<file path="src/rtl/mem_access_controller.sv">
// MEM-stage data-memory access sequencer. It freezes the pipeline for a load/store in M,
// runs one req/ack transaction against a slow memory port, holds the load data, and then
// releases the pipeline for exactly one advance cycle.
module mem_access_controller #(
  parameter int unsigned ADDR_WIDTH = 32,
  parameter int unsigned DATA_WIDTH = 32,
  parameter int unsigned MAX_WAIT   = 255
) (
  input  logic                  clk,
  input  logic                  rst,
  input  logic                  MemReqM,
  input  logic                  MemWriteM,
  input  logic [ADDR_WIDTH-1:0] ALUResultM,
  input  logic [DATA_WIDTH-1:0] WriteDataM,
  output logic                  mem_req,
  output logic                  mem_we,
  output logic [ADDR_WIDTH-1:0] mem_addr,
  output logic [DATA_WIDTH-1:0] mem_wdata,
  input  logic                  mem_ack,
  input  logic [DATA_WIDTH-1:0] mem_rdata,
  output logic [DATA_WIDTH-1:0] ReadDataM,
  output logic                  StallMem,
  output logic                  FlushW,
  output logic                  MemErr
);

  localparam int unsigned CntWidth = $clog2(MAX_WAIT + 1);
  localparam logic [CntWidth-1:0] CntLast = CntWidth'(MAX_WAIT - 1);

  typedef enum logic [1:0] {StIdle, StReq, StDone} state_e;

  state_e                state_q, state_d;
  logic [CntWidth-1:0]   cnt_q, cnt_d;
  logic                  we_q, we_d;
  logic [ADDR_WIDTH-1:0] addr_q, addr_d;
  logic [DATA_WIDTH-1:0] wdata_q, wdata_d;
  logic [DATA_WIDTH-1:0] rdata_q, rdata_d;
  logic                  err_q, err_d;

  // State and datapath registers with synchronous reset.
  always_ff @(posedge clk) begin
    if (rst) begin
      state_q <= StIdle;
      cnt_q   <= '0;
      we_q    <= 1'b0;
      addr_q  <= '0;
      wdata_q <= '0;
      rdata_q <= '0;
      err_q   <= 1'b0;
    end else begin
      state_q <= state_d;
      cnt_q   <= cnt_d;
      we_q    <= we_d;
      addr_q  <= addr_d;
      wdata_q <= wdata_d;
      rdata_q <= rdata_d;
      err_q   <= err_d;
    end
  end

  // Next-state logic: latch the access in IDLE, wait for ack or timeout in REQ.
  always_comb begin
    state_d = state_q;
    cnt_d   = cnt_q;
    we_d    = we_q;
    addr_d  = addr_q;
    wdata_d = wdata_q;
    rdata_d = rdata_q;
    err_d   = err_q;
    case (state_q)
      StIdle: begin
        if (MemReqM) begin
          we_d    = MemWriteM;
          addr_d  = ALUResultM;
          wdata_d = WriteDataM;
          cnt_d   = '0;
          state_d = StReq;
        end
      end
      StReq: begin
        // Ack takes priority over a timeout landing on the same cycle.
        if (mem_ack) begin
          if (!we_q) rdata_d = mem_rdata;
          state_d = StDone;
        end else if (cnt_q == CntLast) begin
          err_d   = 1'b1;
          rdata_d = '0;
          state_d = StDone;
        end else begin
          cnt_d = cnt_q + CntWidth'(1);
        end
      end
      // MemReqM still shows the finished instruction here, so it is not looked at.
      StDone:  state_d = StIdle;
      default: state_d = StIdle;
    endcase
  end

  // Outputs: memory port from latched values, stall decoded from state and MemReqM.
  always_comb begin
    mem_req   = (state_q == StReq);
    mem_we    = we_q;
    mem_addr  = addr_q;
    mem_wdata = wdata_q;
    ReadDataM = rdata_q;
    MemErr    = err_q;
    StallMem  = (state_q == StReq) || ((state_q == StIdle) && MemReqM);
    FlushW    = StallMem;
  end

endmodule

</file>
<file path="config.mk">
export PLATFORM = sky130hd
export DESIGN_NAME = mem_access_controller
export DESIGN_NICKNAME = d
export VERILOG_FILES = /design/src/rtl/mem_access_controller.sv
export SDC_FILE = /design/constraint.sdc
export NUM_CORES = 1
export LEC_CHECK = 0
export BUFFER_PORTS_ARGS = -buffer_cell sky130_fd_sc_hd__buf_2
export CORE_MARGIN = 10
export CORE_UTILIZATION = 45
export DETAILED_ROUTE_END_ITERATION = 10
export MAX_ROUTING_LAYER = met4
export PLACE_DENSITY = 0.8
export REMOVE_ABC_BUFFERS = 1
export SYNTH_ARGS = -nofsm -noshare
export SYNTH_HDL_FRONTEND = slang
export SYNTH_SLANG_ARGS = --single-unit
</file>
<file path="constraint.sdc">
create_clock -name clk -period 3.2 [get_ports clk]
set_input_delay 0.64 -clock clk [delete_from_list [all_inputs] [get_ports clk]]
set_output_delay 0.64 -clock clk [all_outputs]
set_load 0.02 [all_outputs]
</file>
==> qor.yml, run 1 <==
timing:
  holdWs_ns: 0.455
  setup_tns_ns: 0
  fin_skew_ns: 0.0114
  grt_setup_unrepaired: "false"
  final-max-slew-violation-count: 0
  worstMarginPinSlew_ns: 1.14
  fmax_mhz: 501
  setup_viol: 0
  fin_crit_ns: 2.00
  min_period_over_period_pct: 62.4
  slew_headroom_pct: 24.0
  hold_violations: 0
detailed_routing:
  drtIter0Drc: 181
  vias: 3724
  via_per_inst: 5.14
  post_drt_wl_per_cell_um: 16.2
  ant_nets: 0
  firstDrtPassIters: 4
  post-route-drc-count: 0
  wirelength_mm: 11.7
worst_setup_path:
  worstPathMaxFanout: 6
  required_ns: 2.56
  start_kind: "flip-flop"
  cp.arrival_ns: 1.36
  rrSetupSlack_ns: 1.29
  critPathCaptureType: "output pin"
  path_class: "flip-flop to output pin"
cts:
  cts.reportedPaths.clkPinSlew_ns: 0.10
  postCtsResizedCells: 0
  root_buffer: "clkbuf_8"
  cts-htree-levels: 3
  cts.sinks: 108
  cts_setup_buffers: 0
  cts-hold-fix-buffers: 0
  clk_path_buf_depth: 2
  clk_latency_ns: 0.35
  numCtsBuffers: 9
  cts_tree: "yes"
power:
  power_leakage_uw: 0.00240
  sw_frac_of_total_pct: 27.2
  seqPwrFrac_pct: 52.7
  power_frac_clock_pct: 32.0
  internal-power_uw: 2010
  p_sw_uw: 748
  power_density_nw_per_um2: 548
  total_power_uw: 2750
  ir_worst_vdd_mv: 0.389
  p_comb_share_pct: 15.3
global_routing:
  grt_use_met1_pct: 22.3
  grt_usage_pct: 18.6
  grt_pass1_vias: 3718
  grt_max_degree: 78
  top_usage_layer: "met2"
  grt_util_met3_pct: 7.74
  grt_pass1_wl_mm: 18.7
  grt_overflow_total: 0
  antenna_found_initial: 2
  grt_use_met2_pct: 27.6
final_layout:
  fin_nets: 716
  fillers: 742
  drive_gt1_share_pct: 36.7
  postLayoutCoreUtil_pct: 61.4
  seqCellArea_um2: 2160
  multiInputGateArea_um2: 1450
  area.growth.synth_to_final_pct: 34.1
synthesis:
  synth_commonest_cells: "134 x nand2_1, 108 x dfxtp_1, 73 x a21oi_1"
  yosys_warnings: 0
  synth_seq_cells: 108
  synth_area_per_cell_um2: 8.75
  synth_seq_area_share_pct: 57.7
  synth_area_leaders: "dfxtp_1 58%, nand2_1 13%, a21oi_1 9.8%, a22o_1 7.5%, nand3_1 1.9%"
  ys.flop_type: "dfxtp_1"
  yosysMostFrequentCell: "nand2_1"
  synth_edf_count: 0
  synthCells: 428
  syn_area_um2: 3740
  async_flop_share_pct: 0
  synth_top_area_share_pct: 57.7
  synth.distinct_cells: 29
  synth.largest_area_cell: "dfxtp_1"
min_path:
  hp-class: "flip-flop to flip-flop"
placed_design:
  gp_congestion: 0.890
  dpl.hpwl_mm: 9.01
  port_buffers: 201
die:
  initial_utilization_pct: 45.8
  die-area_um2: 12400
  die_width_um: 111
  core-area_um2: 8180
  ios: 202
  rows: 33
  fp.dieH_um: 111
outcome:
  outcome: "finished clean"
flow_run:
  cap_violations: 0
[placed cells by master (no fill, tap or decap), types with 2 or more instances in the layout]
cell type | netlist | layout
ha_1 | 2 | 2
a22o_1 | 32 | 32
clkbuf_8 | 0 | 9
o21a_1 | 3 | 3
nor2_1 | 4 | 4
nand2_1 | 134 | 133
or3_1 | 2 | 2
a31oi_1 | 3 | 3
nor3_1 | 2 | 2
a21oi_1 | 73 | 72
o21ai_0 | 3 | 3
clkinvlp_4 | 0 | 2
inv_1 | 3 | 3
buf_2 | 7 | 201
diode_2 | 0 | 2
nand2b_1 | 2 | 2
nand3_1 | 14 | 14
dfxtp_1 | 108 | 108
bufinv_16 | 0 | 2
buf_4 | 1 | 5
[layout make-up]
| class | instances | area share (%) |
|---|---|---|
| multi-input cells | 285 | 28.9 |
| repair buffers | 206 | 20.8 |
| clock inverters | 6 | 1.77 |
| clock buffers | 10 | 2.54 |
| flip-flops and latches | 108 | 43.0 |
| diodes | 2 | 0.0997 |
| well taps | 105 | 2.62 |
| inverters | 3 | 0.224 |
[through the flow]
step | cells | setup slack, ns | cell area [µm²]
2_1_floorplan | 396 | 0.180 | 3610
3_3_place_gp | 707 | 1.16 | 4800
3_5_place_dp | 707 | 1.06 | 4800
4_1_cts | 723 | 1.18 | 5020
5_1_grt | 725 | 1.09 | 5020
6_report | 725 | 1.20 | 5020
[kinds of logic after synthesis]
logic type      synth area share, %
simple gates                   18.5
compound gates                 19.3
buf+inv                        3.84
fa+ha+maj                     0.668
flops                          57.7
[worst max-delay path: stages, from the launching register on]
cell and delay [ns]:
dfxtp_1 0.37, nand2b_1 0.30, inv_1 0.15, buf_2 0.19
[routing by layer]
| metal | vias to the layer above | part of all wire (%) |
|---|---|---|
| met5 | - | 0 |
| met4 | 0 | 1.9 |
| met3 | 16 | 10 |
| met2 | 193 | 44 |
| met1 | 1692 | 44 |
| li1 | 1823 | - |
[final timing paths]
kind,from,to,cells after the start
worst max-delay path,state_q[1],mem_req,3
worst min-delay path,mem_wdata[10],mem_wdata[10],2
worst max register to register,state_q[1],ReadDataM[8],3
worst min register to register,mem_wdata[10],mem_wdata[10],2
[flip-flops by register name, summed over array words and instances, names as in the netlist]
| name | count |
|---|---|
| cnt_q | 8 |
| mem_wdata | 32 |
| MemErr | 1 |
| mem_addr | 32 |
| state_q | 2 |
| ReadDataM | 32 |
| mem_we | 1 |
[power groups by stage]
stage / Clock (µW) / Sequential [µW] / Combinational (µW)
2_1_floorplan: 0 / 1570 / 135
3_3_place_gp: 0 / 1480 / 415
3_5_place_dp: 0 / 1480 / 425
4_1_cts: 904 / 1450 / 426
5_1_grt: 958 / 1460 / 464
6_report: 882 / 1450 / 421
Power figures use the tool's default switching activity.
==> run 2: changes to the inputs <==
CORE_UTILIZATION = 44   (was 45)
PLACE_DENSITY = 0.79   (was 0.8)
clock period = 2.1 ns   (was 3.2 ns; I/O delays follow)
==> qor.yml, run 2 (synthesis results as in run 1) <==
timing:
  grt_setup_unrepaired: "false"
  min_period_over_period_pct: 91.0
  hold_violations: 0  # unchanged
  slew_headroom_pct: 24.4  # +0.49 points
  holdWs_ns: 0.273  # -0.183 ns
  setup_viol: 0  # unchanged
  fmax_mhz: 523
  fin_skew_ns: 0.00903  # -0.00233 ns
  worstMarginPinSlew_ns: 1.13  # -0.00729 ns
  fin_crit_ns: 1.91
  final-max-slew-violation-count: 0  # unchanged
  setup_ws_ns: 0.189  # -1.02 ns
detailed_routing:
  ant_nets: 0  # unchanged
  drtIter0Drc: 272  # +50%
  wirelength_mm: 11.9  # +1.3%
  post-route-drc-count: 0  # unchanged
  via_per_inst: 5.14  # about the same
  firstDrtPassIters: 5  # +1
  vias: 3732  # +0.21%
  post_drt_wl_per_cell_um: 16.4  # +1.1%
final_layout:
  drive_gt1_share_pct: 37.1  # +0.37 points
  layout_commonest_cell: "buf_2"
  postLayoutCoreUtil_pct: 61.1  # -0.34 points
  area.growth.synth_to_final_pct: 34.7
  fillers: 733  # -1.2%
  fin_area_um2: 5040  # +0.45%
  fin_nets: 718  # +0.28%
  final_cell_mix: "201 x buf_2, 133 x nand2_1, 108 x dfxtp_1"
worst_setup_path:
  path_class: "flip-flop to flip-flop"
  critPathCaptureType: "flip-flop"
  reg2reg_depth: 6  # +3
  worstPathCellList: "inv_1, ha_1, nand3_1, o31ai_1, a21oi_4, a22o_1"
  worstPathMaxFanout: 32  # +26
  cp.arrival_ns: 2.21  # +0.85 ns
  start_kind: "flip-flop"
  max_stage_delay_ns: 0.67  # +0.30 ns
  cpMaxStageDelayCell: "a21oi_4"
  required_ns: 2.40  # -0.16 ns
  rrSetupSlack_ns: 0.19  # -1.10 ns
global_routing:
  grt_usage_pct: 18.4  # -0.21 points
  grt_pass1_wl_mm: 18.6  # -0.11%
  antenna_found_initial: 1  # -1
  grt_max_degree: 76  # -2.6%
  grt_overflow_total: 0  # unchanged
  grt_pass1_vias: 3645  # -2.0%
outcome:
  outcome: "finished clean"
power:
  power_density_nw_per_um2: 828  # +51%
  ir_worst_vdd_mv: 0.498  # +28%
  power_leakage_uw: 0.00241  # +0.71%
placed_design:
  gp_congestion: 0.849  # -4.6%
  dpl.hpwl_mm: 8.99  # -0.19%
  pre_cts_ws_ns: -0.117  # -1.18 ns
  port_buffers: 201  # unchanged
  dpl_cell_area_um2: 4830  # +0.57%
cts:
  cts_setup_buffers: 0  # unchanged
  root_buffer: "clkbuf_8"
  cts_tree: "yes"
  clk_latency_ns: 0.36  # about the same
  clk_path_buf_depth: 2  # unchanged
  postCtsResizedCells: 1  # +1
  numCtsBuffers: 9  # unchanged
  cts.sinks: 108  # unchanged
  cts-htree-levels: 3  # unchanged
  cts.reportedPaths.clkPinSlew_ns: 0.11  # about the same
  cts-hold-fix-buffers: 0  # unchanged
die:
  fp.dieH_um: 112  # +0.93%
  die_width_um: 112  # +0.93%
  rows: 33  # unchanged
  core-area_um2: 8260  # +1.0%
  ios: 202  # unchanged
  die-area_um2: 12600  # +1.9%
  initial_utilization_pct: 45.3  # -0.46 points
flow_run:
  cap_violations: 0  # unchanged
min_path:
  hp-class: "primary input to flip-flop"
  min_delay_path_depth: 2  # unchanged
run 2: final cells by class:
type / count / area (µm²) / share of cell area (%)
inverter: 3 / 11.3 / 0.223
clock inverter: 7 / 82.6 / 1.64
multi-input combinational: 285 / 1460 / 28.9
sequential: 108 / 2160 / 42.9
clock buffer: 9 / 124 / 2.46
antenna: 1 / 2.50 / 0.0496
timing repair buffer: 208 / 1070 / 21.2
tap: 105 / 131 / 2.60
run 2: power breakdown:
part           total, µW  internal (µW)  leakage [µW]  switching (µW)
logic                655            237       0.00143             418
registers           2210           2160      0.000882            53.8
clock network       1310            573      0.000104             739
total               4180           2970       0.00241            1210
run 2: per-layer routing:
layer / GRT usage, % / vias to the layer above / share of wire, %
li1: - / 1822 / -
met4: 3.89 / 0 / 0.71
met2: 28.0 / 191 / 45
met3: 8.31 / 9 / 12
met5: - / - / 0
met1: 21.9 / 1710 / 42
run 2: worst paths after layout:
check,from,to
max reg2reg,cnt_q[0],ReadDataM[28]
min,mem_rdata[14],ReadDataM[14]
min reg2reg,mem_addr[29],mem_addr[29]
max,cnt_q[0],ReadDataM[28]
run 2: per-stage QoR:
| step | std cells | TNS (ns) | total power (µW) |
|---|---|---|---|
| floorplan | 396 | -7.78 | 2590 |
| global route | 726 | 0 | 4380 |
| global placement | 709 | 0 | 2900 |
| finish | 726 | 0 | 4180 |
| detailed placement | 709 | -2.83 | 2920 |
| CTS | 725 | 0 | 4220 |
run 2: critical path: cells and delay by family, from the launching register on:
kind                       cells  cell delay [ns]
buffers and inverters          1             0.08
and+or+nand+nor                1             0.14
DFF                            1             0.39
AOI/OAI and AO/OA              3             1.04
adders and majority gates      1             0.19
==> run 3: changes to the inputs <==
CORE_UTILIZATION = 45   (was 44)
PLACE_DENSITY = 0.8   (was 0.79)
clock period = 2.34 ns   (was 2.1 ns; I/O delays follow)
==> qor.yml, run 3 (synthesis results as in run 1) <==
final_layout:
  finalNonFillerCells: 724  # -0.28%
  postLayoutCoreUtil_pct: 61.1  # about the same
  fillers: 754  # +2.9%
  area.growth.synth_to_final_pct: 33.4
  final_cell_mix: "201 x buf_2, 133 x nand2_1, 108 x dfxtp_1"
  fin_nets: 716  # -0.28%
  drive_gt1_share_pct: 36.9  # -0.20 points
  layout_commonest_cell: "buf_2"
global_routing:
  grt_overflow_total: 0  # unchanged
  grt_pass1_wl_mm: 19.1  # +2.7%
  antenna_found_initial: 1  # unchanged
  grt_pass1_vias: 3745  # +2.7%
  grt_max_degree: 76  # unchanged
  grt_usage_pct: 19.0  # +0.64 points
timing:
  min_period_over_period_pct: 82.4  # -8.6 points
  worstMarginPinSlew_ns: 1.12  # -0.00810 ns
  hold_violations: 0  # unchanged
  grt_setup_unrepaired: "false"
  fin_crit_ns: 1.93  # +0.0178 ns
  fin_skew_ns: 0.0116  # +0.00262 ns
  setup_tns_ns: 0  # unchanged
  final-max-slew-violation-count: 0  # unchanged
  fmax_mhz: 518  # -0.92%
  slew_headroom_pct: 25.0  # +0.54 points
  setup_viol: 0  # unchanged
min_path:
  hp-class: "primary input to flip-flop"
cts:
  cts_tree: "yes"
  postCtsResizedCells: 0  # -1
  cts.sinks: 108  # unchanged
  clk_path_buf_depth: 2  # unchanged
  root_buffer: "clkbuf_8"
  clk_latency_ns: 0.36  # about the same
  cts-htree-levels: 3  # unchanged
  numCtsBuffers: 9  # unchanged
  cts-hold-fix-buffers: 0  # unchanged
  cts_setup_buffers: 0  # unchanged
  cts.reportedPaths.clkPinSlew_ns: 0.11  # about the same
placed_design:
  place_inst: 707  # -0.28%
  dpl.hpwl_mm: 9.01  # +0.16%
  gp_congestion: 0.884  # +4.1%
  port_buffers: 201  # unchanged
power:
  power_leakage_uw: 0.00239  # -0.82%
  power_density_nw_per_um2: 721  # -13%
  ir_worst_vdd_mv: 0.459  # -7.8%
  total_power_uw: 3600  # -14%
worst_setup_path:
  path_class: "flip-flop to flip-flop"
  worstPathMaxFanout: 32  # unchanged
  cp.arrival_ns: 2.22  # about the same
  start_kind: "flip-flop"
  critPathCaptureType: "flip-flop"
  required_ns: 2.63  # +0.23 ns
die:
  rows: 33  # unchanged
  die_width_um: 111  # -0.92%
  core-area_um2: 8180  # -1.0%
  initial_utilization_pct: 45.8  # +0.46 points
  die-area_um2: 12400  # -1.8%
  ios: 202  # unchanged
  fp.dieH_um: 111  # -0.92%
detailed_routing:
  vias: 3683  # -1.3%
  firstDrtPassIters: 4  # -1
  via_per_inst: 5.09  # -1.0%
  post_drt_wl_per_cell_um: 16.2  # -1.0%
  ant_nets: 0  # unchanged
  wirelength_mm: 11.7  # -1.3%
  drtIter0Drc: 183  # -33%
  post-route-drc-count: 0  # unchanged
outcome:
  outcome: "finished clean"
flow_run:
  cap_violations: 0  # unchanged
==> run 3: cell count changes in the layout (fill, tap and decap cells not counted) <==
cell and delta:
buf_4 -2, bufinv_16 -1, clkinv_2 +2, clkinvlp_4 -1
inv_6 +2, inv_8 -2
==> run 3: path summary, 6_finish.rpt <==
| path | start | cells after the start | end | slack [ns] |
|---|---|---|---|---|
| min | mem_rdata[2] | 2 | ReadDataM[2] | 0.32 |
| min reg2reg | mem_wdata[28] | 2 | mem_wdata[28] | 0.45 |
| max reg2reg | cnt_q[0] | 6 | ReadDataM[3] | 0.41 |
| max | cnt_q[0] | 6 | ReadDataM[3] | 0.41 |
==> run 3: routing by layer <==
metal / vias up / wire [µm] / share of wire, % / track usage (%)
met5: - / 0 / 0 / -
met4: 0 / 97 / 0.83 / 4.46
met3: 9 / 1230 / 10 / 8.33
met2: 173 / 5390 / 46 / 29.9
met1: 1686 / 5020 / 43 / 21.9
li1: 1815 / - / - / -
==> run 3: cell type report <==
type                    instances  area, µm²  area share, %
multi-input cells             285       1460           29.2
inverters                       3       11.3          0.225
clock buffers                   9        124           2.48
well taps                     105        131           2.63
clock inverters                 7       50.0           1.00
repair buffers                206       1060           21.1
flip-flops and latches        108       2160           43.3
diodes                          1       2.50         0.0501
==> run 3: critical path, stage by stage, from the launching register on <==
cell and delay [ns]:
dfxtp_1 0.40, inv_1 0.08, ha_1 0.19, nand3_1 0.15
o31ai_1 0.13, a21oi_4 0.66, a22o_1 0.24
==> run 3: power breakdown <==
group          internal [µW]  switching (µW)  total, µW
Combinational            210             374        584
Clock                    396             638       1030
Sequential              1940            47.5       1980
Total                   2540            1060       3600
==> run 3: metrics by stage <==
step                setup WS (ns)  hold WS [ns]  cell area, µm²
CTS                        0.0703         0.305            4990
detailed placement          0.106         0.444            4810
global placement            0.212         0.438            4810
floorplan                  -0.336         0.468            3610
global route                0.218         0.310            5000
finish                      0.411         0.325            5000
